`config.mk`:
```
export PLATFORM = sky130hd
export DESIGN_NAME = feature_writer_flat
export DESIGN_NICKNAME = d
export VERILOG_FILES = /design/src/rtl/feature_writer_if.sv /design/src/rtl/feature_writer.sv /design/src/flat_wrapper.sv
export SDC_FILE = /design/constraint.sdc
export NUM_CORES = 1
export LEC_CHECK = 0
export BUFFER_PORTS_ARGS = -buffer_cell sky130_fd_sc_hd__buf_2
export CAP_MARGIN = 20
export CORE_MARGIN = 2
export CORE_UTILIZATION = 56
export CTS_CLUSTER_DIAMETER = 80
export CTS_CLUSTER_SIZE = 12
export DETAILED_ROUTE_END_ITERATION = 10
export PLACE_DENSITY = 0.8
export SLEW_MARGIN = 20
export SYNTH_ARGS = -nofsm -noshare
export SYNTH_HDL_FRONTEND = slang
export SYNTH_SLANG_ARGS = --single-unit
```
`constraint.sdc`:
```
create_clock -name i_clk -period 2.93 [get_ports i_clk]
set_clock_uncertainty 0.1 [all_clocks]
set_input_delay 0.1465 -clock i_clk [delete_from_list [all_inputs] [get_ports i_clk]]
set_output_delay 0.1465 -clock i_clk [all_outputs]
set_load 0.01 [all_outputs]
```
`src/rtl/feature_writer_if.sv`:
```
// Gather-side and memory-write-side bundle for feature_writer.
// master: the writer (drives request + write bus); slave: gather/memory side.
interface feature_writer_if #(
  parameter int DATA_WIDTH = 32,
  parameter int ADDR_WIDTH = 10
);

  localparam int ITEM_W = DATA_WIDTH / 4;

  // gather stage
  logic [ITEM_W-1:0]     i_gather_out;
  logic                  i_gather_valid;
  logic                  o_feature_writer_finish;

  // output memory
  logic                  o_wr_en;
  logic [ADDR_WIDTH-1:0] o_wr_addr;
  logic [DATA_WIDTH-1:0] o_wr_data;
  logic                  i_wr_ready;

  modport master (
    input  i_gather_out,
    input  i_gather_valid,
    output o_feature_writer_finish,
    output o_wr_en,
    output o_wr_addr,
    output o_wr_data,
    input  i_wr_ready
  );

  modport slave (
    output i_gather_out,
    output i_gather_valid,
    input  o_feature_writer_finish,
    input  o_wr_en,
    input  o_wr_addr,
    input  o_wr_data,
    output i_wr_ready
  );

endinterface

```
`src/rtl/feature_writer.sv`:
```
// Packs gathered items four per word and writes them to output memory.
// Ports: i_clk/i_rst_n, job control (i_start, i_num_items, i_base_addr),
// bus (gather + write handshake), status o_busy/o_done/o_overflow.
module feature_writer #(
  parameter int DATA_WIDTH = 32,
  parameter int ADDR_WIDTH = 10
) (
  input  logic                  i_clk,
  input  logic                  i_rst_n,
  input  logic                  i_start,
  input  logic [15:0]           i_num_items,
  input  logic [ADDR_WIDTH-1:0] i_base_addr,
  feature_writer_if.master      bus,
  output logic                  o_busy,
  output logic                  o_done,
  output logic                  o_overflow
);

  localparam int ITEM_W = DATA_WIDTH / 4;

  typedef enum logic [2:0] {
    IDLE      = 3'd0,
    WAIT_DATA = 3'd1,
    REQ       = 3'd2,
    WRITE     = 3'd3,
    DONE      = 3'd4
  } state_t;

  state_t state_q;
  state_t state_d;

  logic [15:0]           num_q;
  logic [ADDR_WIDTH-1:0] base_q;
  logic [15:0]           cnt_q;
  logic [ADDR_WIDTH-1:0] word_q;
  logic [1:0]            lane_q;
  logic [DATA_WIDTH-1:0] pack_q;

  logic        start_acc;
  logic        job_go;
  logic        cap;
  logic [15:0] cnt_inc;
  logic        last_item;
  logic        wr_acc;
  logic        all_done;
  logic        stray;

  assign start_acc = (state_q == IDLE) && i_start;
  assign job_go    = start_acc && (i_num_items != 16'd0);
  assign cap       = (state_q == WAIT_DATA) && bus.i_gather_valid;
  assign cnt_inc   = cnt_q + 16'd1;
  assign last_item = (cnt_inc == num_q);
  assign wr_acc    = (state_q == WRITE) && bus.i_wr_ready;
  assign all_done  = (cnt_q == num_q);
  assign stray     = bus.i_gather_valid && (state_q != WAIT_DATA);

  always_ff @(posedge i_clk or negedge i_rst_n) begin
    if (!i_rst_n) begin
      state_q <= IDLE;
    end else begin
      state_q <= state_d;
    end
  end

  always_comb begin
    state_d = state_q;
    unique case (state_q)
      IDLE: begin
        if (job_go) begin
          state_d = WAIT_DATA;
        end else if (start_acc) begin
          state_d = DONE;
        end
      end
      WAIT_DATA: begin
        if (cap) begin
          if (lane_q == 2'd3 || last_item) begin
            state_d = WRITE;
          end else begin
            state_d = REQ;
          end
        end
      end
      REQ: begin
        state_d = WAIT_DATA;
      end
      WRITE: begin
        if (wr_acc) begin
          state_d = all_done ? DONE : REQ;
        end
      end
      DONE: begin
        state_d = IDLE;
      end
      default: begin
        state_d = IDLE;
      end
    endcase
  end

  // Address/data are gated by the write state so the bus idles at zero.
  always_comb begin
    bus.o_feature_writer_finish = 1'b0;
    bus.o_wr_en                 = 1'b0;
    bus.o_wr_addr               = '0;
    bus.o_wr_data               = '0;
    o_busy                      = 1'b0;
    o_done                      = 1'b0;
    unique case (state_q)
      IDLE: begin
      end
      WAIT_DATA: begin
        o_busy = 1'b1;
      end
      REQ: begin
        o_busy                      = 1'b1;
        bus.o_feature_writer_finish = 1'b1;
      end
      WRITE: begin
        o_busy        = 1'b1;
        bus.o_wr_en   = 1'b1;
        bus.o_wr_addr = base_q + word_q;
        bus.o_wr_data = pack_q;
      end
      DONE: begin
        o_done = 1'b1;
      end
      default: begin
      end
    endcase
  end

  always_ff @(posedge i_clk or negedge i_rst_n) begin
    if (!i_rst_n) begin
      num_q  <= '0;
      base_q <= '0;
      cnt_q  <= '0;
      word_q <= '0;
      lane_q <= '0;
      pack_q <= '0;
    end else begin
      if (job_go) begin
        num_q  <= i_num_items;
        base_q <= i_base_addr;
        cnt_q  <= '0;
        word_q <= '0;
        lane_q <= '0;
        pack_q <= '0;
      end else if (cap) begin
        pack_q[int'(lane_q)*ITEM_W +: ITEM_W] <= bus.i_gather_out;
        cnt_q <= cnt_inc;
        // The lane resets on write acceptance, so only bump it here
        // when the word is not yet full.
        if (!(lane_q == 2'd3 || last_item)) begin
          lane_q <= lane_q + 2'd1;
        end
      end else if (wr_acc) begin
        word_q <= word_q + 1'b1;
        pack_q <= '0;
        lane_q <= '0;
      end
    end
  end

  // Sticky: any item arriving outside WAIT_DATA is lost.
  always_ff @(posedge i_clk or negedge i_rst_n) begin
    if (!i_rst_n) begin
      o_overflow <= 1'b0;
    end else if (start_acc) begin
      o_overflow <= 1'b0;
    end else if (stray) begin
      o_overflow <= 1'b1;
    end
  end

endmodule

```
`src/flat_wrapper.sv`:
```
// flat-port wrapper written by rule: the top's interface ports become plain ports
module feature_writer_flat 
#(
  parameter int DATA_WIDTH = 32,
  parameter int ADDR_WIDTH = 10
)
  (i_clk, i_rst_n, i_start, i_num_items, i_base_addr, o_busy, o_done, o_overflow, bus_i_gather_out, bus_i_gather_valid, bus_o_feature_writer_finish, bus_o_wr_en, bus_o_wr_addr, bus_o_wr_data, bus_i_wr_ready);
  feature_writer_if #(.DATA_WIDTH(DATA_WIDTH), .ADDR_WIDTH(ADDR_WIDTH)) bus_i ();
  input  logic i_clk;
  input  logic i_rst_n;
  input  logic i_start;
  input  logic [15:0] i_num_items;
  input  logic [ADDR_WIDTH-1:0] i_base_addr;
  output logic o_busy;
  output logic o_done;
  output logic o_overflow;
  input wire logic [$bits(bus_i.i_gather_out)-1:0] bus_i_gather_out;
  input wire logic [$bits(bus_i.i_gather_valid)-1:0] bus_i_gather_valid;
  output wire logic [$bits(bus_i.o_feature_writer_finish)-1:0] bus_o_feature_writer_finish;
  output wire logic [$bits(bus_i.o_wr_en)-1:0] bus_o_wr_en;
  output wire logic [$bits(bus_i.o_wr_addr)-1:0] bus_o_wr_addr;
  output wire logic [$bits(bus_i.o_wr_data)-1:0] bus_o_wr_data;
  input wire logic [$bits(bus_i.i_wr_ready)-1:0] bus_i_wr_ready;
  assign bus_i.i_gather_out = bus_i_gather_out;
  assign bus_i.i_gather_valid = bus_i_gather_valid;
  assign bus_o_feature_writer_finish = bus_i.o_feature_writer_finish;
  assign bus_o_wr_en = bus_i.o_wr_en;
  assign bus_o_wr_addr = bus_i.o_wr_addr;
  assign bus_o_wr_data = bus_i.o_wr_data;
  assign bus_i.i_wr_ready = bus_i_wr_ready;
  feature_writer #(.DATA_WIDTH(DATA_WIDTH), .ADDR_WIDTH(ADDR_WIDTH)) u_core (.i_clk(i_clk), .i_rst_n(i_rst_n), .i_start(i_start), .i_num_items(i_num_items), .i_base_addr(i_base_addr), .bus(bus_i), .o_busy(o_busy), .o_done(o_done), .o_overflow(o_overflow));
endmodule
```
== Word level (Yosys, flattened, before mapping) ==
Cells that the tools add are included.

* Add/sub/neg operators: 5
* Equality and inequality tests: 13
* Shift operators: 2
* Multiplexer cells: 28
* Reduce and logical (&&, ||, !) cells: 16

{| class="wikitable"
|+ Operators by type and width
! cell !! count
|-
| $mux W32 || 4
|-
| $mux W10 || 4
|-
| $neg A5 Y33 || 1
|-
| $shift A8 B33 Y32 const A || 1
|-
| $shiftx A8 B33 Y32 || 1
|-
| $bwmux W32 || 1
|-
| $eq A16 B16 Y1 || 2
|-
| $mux W16 || 2
|-
| $add A16 B1 Y16 const B || 1
|-
| $reduce_bool A16 Y1 || 1
|-
| $mux W3 || 5
|-
| $pmux W3 S4 || 1
|-
| $add A10 B1 Y10 const B || 1
|-
| $add A10 B10 Y10 || 1
|-
| $mux W2 || 4
|-
| $mux W1 || 7
|-
| $eq A3 B2 Y1 const B || 2
|-
| $ne A2 B1 Y1 const B || 3
|-
| $ne A3 B1 Y1 const B || 2
|-
| $reduce_bool A2 Y1 || 3
|-
| $logic_and A1 B1 Y1 || 5
|-
| $reduce_and A2 Y1 || 2
|-
| $eq A3 B1 Y1 const B || 1
|-
| $eq A3 B3 Y1 const B || 1
|-
| other kinds (8) || 8
|}

* Register bits: 90
* Bits of input ports: 39
* Output and inout bits: 47
* Word-level logic and storage cells: 72

== Depth between registers and ports, before layout ==
Gate-level depths: netlist of the first run.

* Depth after elaboration: 6
* Mapped depth: 9

== Worst setup path before layout of the first run ==
Ideal clock, no wire load.

* Kind: reg-to-output
* Start: register u_core.word_q[0]
* End: output bus_o_wr_addr[8]
* Arrival: 2129 ps
* Data required time: 2684 ps
* Path slack: 554 ps
* Stages on the path, launching flop included: 10
* Buffers on the path: 0
* Cells stage by stage: dfrtp_1 ha_1 fa_1 a21o_1 a21oi_1 nor2b_1 o21a_1 o41ai_1 xor2_1 nor2_1

* Word-level cells in the longest chain between the ends: 2

{| class="wikitable"
|+ RTL lines
! item !! line !! text
|-
| start, declared || feature_writer.sv:35 || <nowiki>logic [ADDR_WIDTH-1:0] word_q;</nowiki>
|-
| start signal, assigned || feature_writer.sv:158 || <nowiki>word_q <= word_q + 1'b1;</nowiki>
|-
| $add A10 B10 Y10 || feature_writer.sv:122 || <nowiki>bus.o_wr_addr = base_q + word_q;</nowiki>
|-
| $mux W10 || feature_writer.sv:109 || <nowiki>unique case (state_q)</nowiki>
|-
| end, declared || flat_wrapper.sv:21 || <nowiki>output wire logic [$bits(bus_i.o_wr_addr)-1:0] bus_o_wr_addr;</nowiki>
|}

No other way between the ends.

== Worst setup path after layout of the first run ==
Ends and elaborated chain as after synthesis.

==> out/results.tsv, run 1 <==
stage	metric	value	unit
detailed_routing	WL per Instance	17.5	um
hold_path	Hold Path Class	primary input to flip-flop	
detailed_routing	drt total wl	13.4	mm
worst_setup_path	Crit Path Max Fanout	3	
layout	fill count	645	
synthesis	Post-synth EDFFs	0	
timing	Hold Slack	113	ps
floorplanning	die area	9580	um^2
clocking	root buf cell	clkbuf_8	
floorplanning	I/O pins	86	
worst_setup_path	CP max-delay cell	dfrtp_1	
global_routing	Tot GR Track Use	0.289	
worst_setup_path	FF-to-FF End	u_core.lane_q[1]	
worst_setup_path	reg2reg setup slack	330	ps
clocking	Clk Latency, worst-skew pair	370	ps
placed_design	PortBufs	85	
global_routing	Congestion Overflow GR	0	
synthesis	most frequent cell after synthesis	nand2_1	
synthesis	post-synth top area share	0.457	
power	Sw Ratio	0.403	
hold_path	Hold Path Depth	3	
power	VDD IR max	501	uV
power	register share of total power	0.400	
synthesis	Post-Synthesis Cells	536	
synthesis	synth warn	0	
clocking	Clock Sink Count	90	
synthesis	Top FF cell, synth	dfrtp_1	
timing	Max Slew Vio Count	0	
floorplanning	CORE AREA	8640	um^2
worst_setup_path	Setup crit end kind	output pin	
run_status	outcome	complete, no violations	
layout	share of layout cells above drive strength 1	0.191	
floorplanning	height of the die	97.9	um
power	PwrDens	739	nW/um^2
floorplanning	# rows	34	
synthesis	area leader, netlist	dfrtp_1	
worst_setup_path	WS Path Type	flip-flop to output pin	
synthesis	Synth area leaders	dfrtp_1 (46%), nand2_1 (8.2%), a22o_1 (5.9%)	
synthesis	FFs w/ async S/R, synth	1.00	
worst_setup_path	reg2reg path depth	6	
synthesis	sequential element share of the synthesized area	0.457	
worst_setup_path	Cell Chain, Critical Path	ha_2 -> fa_2 -> a21o_1 -> a21oi_2 -> nor2b_2 -> o21a_1 -> o41ai_2 -> xor2_1 -> nor2_1 -> buf_2	
synthesis	unique cell type count in the Yosys netlist	51	
worst_setup_path	Buf/Inv on CP	1	
timing	fmax	0.343	GHz
timing	Slew HR	0.536	
hold_path	hold path start	i_start	
floorplanning	initial core utilization	0.571	
synthesis	Avg Inst Size Synth	9.20	um^2
worst_setup_path	CP Data Required Time	2680	ps
global_routing	largest net degree at the start of global routing	38	
worst_setup_path	Critical Path Start Type	flip-flop	
global_routing	initial antenna violation count	0	
placed_design	DP Area	5460	um^2
power	Psw	1820	uW
floorplanning	die width	97.9	um
power	leakage	0.00319	uW
timing	setup tns final	0	ps
flow_run	Max-Cap Viols	0	
detailed_routing	DRC viols	0	
detailed_routing	vias	4452	
worst_setup_path	FF-to-FF Start	u_core.cnt_q[5]	
placed_design	GPL Wtd Cong	0.859	
layout	diode count	0	
layout	final core occ	0.707	
timing	Final setup viols	0	
global_routing	wire length of the first global-routing pass	22.3	mm
layout	final instance area	6110	um^2
placed_design	dpl hpwl	9.11	mm
detailed_routing	iteration count of the initial detailed-routing pass	4	
timing	RSZ-0062 raised after global routing	yes	
clocking	CTS max path bufs	2	
worst_setup_path	worst endpoint data arrival time	2670	ps
timing	final period utilization	0.996	
clocking	CTS clk-pin slew, worst paths	90	ps
synthesis	Post-Syn Area	4930	um^2
layout	# nets final	709	
power	power share of the clock group	0.222	
detailed_routing	DRT iter0 DRCs	284	
synthesis	flops & latches, synth	90	
synthesis	syn_nets	592	
power	Internal Power	2690	uW
detailed_routing	Antenna Nets Post-Route	0	
detailed_routing	Vias/cell	5.81	
hold_path	Hold Path Sink	u_core.o_overflow	
power	Logic pwr share	0.379	
clocking	CTS Buf Count	9	
timing	final critical-path required period	2920	ps
clocking	CTS tree	done	
global_routing	number of global-route vias before repair	4510	
worst_setup_path	Worst path max stage delay	420	ps
timing	Slew @ Worst Pin	697	ps
worst_setup_path	Top delay family on crit path	compound AO/OA/AOI/OAI gates	
clocking	htree depth	3	
timing	hold violation total from the final report	0	
layout	synth-to-layout area growth	23.8	%
synthesis	most instantiated cells after synthesis	nand2_1 (108), dfrtp_1 (90), nor2_1 (40)	
==> per-layer routing <==
layer | part of all wire | global-route usage | vias up
met3 | 0.057 | 0.0451 | 35
li1 | - | - | 2092
met2 | 0.48 | 0.467 | 176
met4 | 0.028 | 0.119 | 0
met5 | 0 | 0 | -
met1 | 0.43 | 0.392 | 2149
==> sequential cells by signal, indices dropped and copies added (netlist names) <==
register           cells
u_core.cnt_q          16
u_core.word_q         10
u_core.base_q         10
u_core.state_q         3
u_core.o_overflow      1
u_core.num_q          16
u_core.lane_q          2
u_core.pack_q         32
==> cell usage in the layout, fill, tap and decap left out, drive strengths merged, types with 16 or more instances in the layout <==
cell / netlist / final
a21oi: 17 / 17
a22o: 33 / 33
and3: 39 / 39
buf: 6 / 99
dfrtp: 90 / 90
dlygate4sd3: 0 / 37
ha: 16 / 16
nand2: 108 / 108
nand3: 17 / 17
nor2: 40 / 40
xnor2: 21 / 21
xor2: 27 / 27
==> through the flow <==
stage / std cells / setup WS, ps / power (uW)
after floorplan: 536 / 554 / 2900
after global routing: 766 / -108 / 4810
final: 766 / 10.4 / 4510
after CTS: 763 / 0.140 / 4470
after detailed placement: 710 / 343 / 3430
after global placement: 710 / 396 / 3370
==> kinds of logic after synthesis <==
logic type               synth area share
XOR/XNOR                           0.0852
buffers and inverters              0.0292
flip-flops                          0.457
multiplexers                      0.00659
AND/OR/NAND/NOR                     0.248
AO/OA/AOI/OAI                       0.130
adder cells (fa/ha/maj)            0.0446
==> final cells by class <==
| type | count | area, um^2 | share of cell area |
|---|---|---|---|
| Multi-Input combinational cell | 409 | 2560 | 0.419 |
| Sequential cell | 90 | 2250 | 0.369 |
| Timing Repair Buffer | 136 | 903 | 0.148 |
| Clock buffer | 10 | 138 | 0.0225 |
| Tap cell | 108 | 135 | 0.0221 |
| Clock inverter | 6 | 95.1 | 0.0156 |
| Inverter | 7 | 26.3 | 0.00430 |
==> power by group through the flow <==
| stage | clock [uW] | combinational [uW] | sequential [uW] |
|---|---|---|---|
| after global placement | 0 | 1570 | 1800 |
| after global routing | 1060 | 1910 | 1830 |
| after CTS | 1010 | 1670 | 1790 |
| final | 999 | 1710 | 1800 |
| after detailed placement | 0 | 1610 | 1820 |
| after floorplan | 0 | 1180 | 1710 |
==> worst max-delay path by stage <==
stage | slack [ps] | cells after the start | startpoint | end
global route | -110 | 10 | u_core.word_q[0] | bus_o_wr_addr[8]
detailed placement | 340 | 10 | u_core.word_q[0] | bus_o_wr_addr[8]
floorplan | 550 | 9 | u_core.word_q[0] | bus_o_wr_addr[8]
CTS | 0.1 | 10 | u_core.word_q[0] | bus_o_wr_addr[8]
finish | 10 | 10 | u_core.word_q[0] | bus_o_wr_addr[8]
global placement | 400 | 10 | u_core.word_q[0] | bus_o_wr_addr[8]
==> what timing repair did <==
item / CTS / global route
hold endpoints to repair: 93 / 0
buffers inserted: 0 / 3
setup endpoints to repair: 1 / 3
pin swaps: 0 / 6
gates cloned: 0 / 0
gates resized for setup: 1 / 6
hold buffers: 37 / 0
==> worst reg2reg max path: stages (launching register included) <==
cell and delay, ps:
dfrtp_1 510, nand3_2 190, or4_4 590, o41ai_2 300
nand4_1 210, o31ai_4 250, mux2_1 340
No activity file was read; power rests on OpenSTA's default activity.
==> run 2, diff against run 1 <==
--- a/config.mk
+++ b/config.mk
@@ -13,6 +13,7 @@
 export CTS_CLUSTER_SIZE = 12
 export DETAILED_ROUTE_END_ITERATION = 10
 export PLACE_DENSITY = 0.8
+export SETUP_SLACK_MARGIN = 0.1
 export SLEW_MARGIN = 20
 export SYNTH_ARGS = -nofsm -noshare
 export SYNTH_HDL_FRONTEND = slang
==> run 2 against run 1 <==
Net effect: worst hold slack got worse by 5.7 ps; global-route usage rose by 0.068 points; register-to-register slack barely moved; final area rose by 0.12%; via count fell by 0.29%; fmax rose by 3.2%.
==> out/results.tsv, run 2 (synthesis gave the netlist of run 1 again) <==
stage	metric	value	unit
run_status	outcome	complete, no violations	
worst_setup_path	CP Depth	10	
worst_setup_path	WS Path Type	flip-flop to output pin	
clocking	CTS tree	done	
placed_design	GPL Wtd Cong	0.859	
worst_setup_path	Crit Path Max Fanout	2	
global_routing	largest net degree at the start of global routing	38	
global_routing	Congestion Overflow GR	0	
global_routing	Tot GR Track Use	0.290	
timing	Slew @ Worst Pin	672	ps
detailed_routing	DRT iter0 DRCs	283	
layout	synth-to-layout area growth	24.0	%
detailed_routing	DRC viols	0	
layout	diode count	0	
layout	multi-input combinational cell area	2570	um^2
placed_design	DP Area	5460	um^2
layout	final instance area	6120	um^2
power	PwrDens	737	nW/um^2
layout	FF+latch area	2250	um^2
detailed_routing	Vias/cell	5.80	
detailed_routing	WL per Instance	17.4	um
layout	most frequent cells in the layout	nand2_1 (108), dfrtp_1 (89), buf_2 (84)	
placed_design	dpl hpwl	9.11	mm
floorplanning	initial core utilization	0.571	
worst_setup_path	Setup crit end kind	output pin	
layout	max FFs per register	32	
worst_setup_path	CP max-delay cell	dfrtp_1	
layout	share of layout cells above drive strength 1	0.196	
floorplanning	height of the die	97.9	um
worst_setup_path	Cell Chain, Critical Path	ha_2 -> fa_2 -> a21o_1 -> a21oi_2 -> nor2b_2 -> o21a_1 -> o41ai_2 -> xor2_1 -> nor2_1 -> buf_2	
floorplanning	CORE AREA	8640	um^2
floorplanning	# rows	34	
worst_setup_path	FF-to-FF End	u_core.lane_q[1]	
clocking	CTS clk-pin slew, worst paths	90	ps
hold_path	Hold Path Class	primary input to flip-flop	
floorplanning	die width	97.9	um
worst_setup_path	Critical Path Start Type	flip-flop	
worst_setup_path	Top delay family on crit path	compound AO/OA/AOI/OAI gates	
clocking	htree depth	3	
floorplanning	die area	9580	um^2
layout	final core occ	0.708	
power	VDD IR max	503	uV
global_routing	wire length of the first global-routing pass	22.3	mm
worst_setup_path	reg2reg path depth	6	
worst_setup_path	end of the critical path	bus_o_wr_addr[8]	
worst_setup_path	reg2reg setup slack	340	ps
worst_setup_path	crit path from	u_core.word_q[0]	
worst_setup_path	worst endpoint data arrival time	2580	ps
worst_setup_path	FF-to-FF Start	u_core.cnt_q[5]	
layout	largest register by flop count	u_core.pack_q	
layout	fill count	641	
timing	hold violation total from the final report	0	
global_routing	number of global-route vias before repair	4519	
layout	top flop regs	u_core.pack_q (32), u_core.cnt_q (16), u_core.num_q (16)	
floorplanning	I/O pins	86	
timing	RSZ-0062 raised after global routing	yes	
layout	commonest non-fill, non-tap cell in the layout	nand2_1	
timing	final critical-path required period	2830	ps
clocking	root buf cell	clkbuf_8	
timing	final period utilization	0.965	
timing	fmax	0.354	GHz
clocking	Clk Latency, worst-skew pair	370	ps
worst_setup_path	Buf/Inv on CP	1	
timing	Slew HR	0.552	
detailed_routing	iteration count of the initial detailed-routing pass	5	
placed_design	PortBufs	85	
detailed_routing	drt total wl	13.3	mm
timing	Hold Slack	107	ps
clocking	CTS Buf Count	9	
timing	Final setup viols	0	
power	leakage	0.00319	uW
detailed_routing	vias	4439	
worst_setup_path	Worst path max stage delay	400	ps
timing	Max Slew Vio Count	0	
worst_setup_path	CP Data Required Time	2680	ps
layout	# nets final	708	
flow_run	Max-Cap Viols	0	
clocking	Clock Sink Count	90	
clocking	CTS max path bufs	2	
global_routing	initial antenna violation count	0	
detailed_routing	Antenna Nets Post-Route	0	
==> run 2: through the flow <==
step | worst slack (ps) | std cells | total power, uW | setup TNS (ps)
6_report | 102 | 765 | 4510 | 0
2_1_floorplan | 554 | 536 | 2900 | 0
3_3_place_gp | 396 | 710 | 3370 | 0
3_5_place_dp | 343 | 710 | 3430 | 0
4_1_cts | 108 | 764 | 4480 | 0
5_1_grt | -29.7 | 765 | 4810 | -29.7
==> run 2: final cells by class <==
cell class / count / area share
multi-input cells: 409 / 0.421
flip-flops and latches: 90 / 0.368
repair buffers: 135 / 0.146
clock buffers: 10 / 0.0225
well taps: 108 / 0.0221
clock inverters: 6 / 0.0155
inverters: 7 / 0.00430
==> run 2: timing repair <==
item,in CTS,in global routing
endpoints found under the setup margin,3,4
hold buffers,37,0
pin swaps,0,2
endpoints found under the hold margin,93,0
resized for setup,4,7
setup buffers,1,1
==> run 2: metal layers <==
| layer | share of wire | vias up | track usage |
|---|---|---|---|
| met5 | 0 | - | 0 |
| met4 | 0.028 | 0 | 0.119 |
| met3 | 0.057 | 36 | 0.0458 |
| met2 | 0.48 | 171 | 0.472 |
| met1 | 0.44 | 2139 | 0.389 |
| li1 | - | 2093 | - |
==> run 2: worst min path at each step <==
stage	startpoint	to	slack, ps	cells after the start
2_1_floorplan	i_rst_n	u_core.base_q[0]	-250	0
3_3_place_gp	i_rst_n	u_core.num_q[9]	10	1
3_5_place_dp	i_rst_n	u_core.num_q[9]	20	1
4_1_cts	i_start	u_core.o_overflow	100	3
5_1_grt	i_start	u_core.o_overflow	110	3
6_report	i_start	u_core.o_overflow	110	3
==> run 2: power breakdown <==
group	internal [uW]	switching (uW)	leakage (uW)
clock network	513	485	0.000111
registers	1520	279	0.00120
logic	661	1050	0.00188
total	2690	1810	0.00319
==> run 2: worst min-delay path, stage by stage <==
cell     delay (ps)
buf_2           110
o21ai_0         150
o32a_1          140
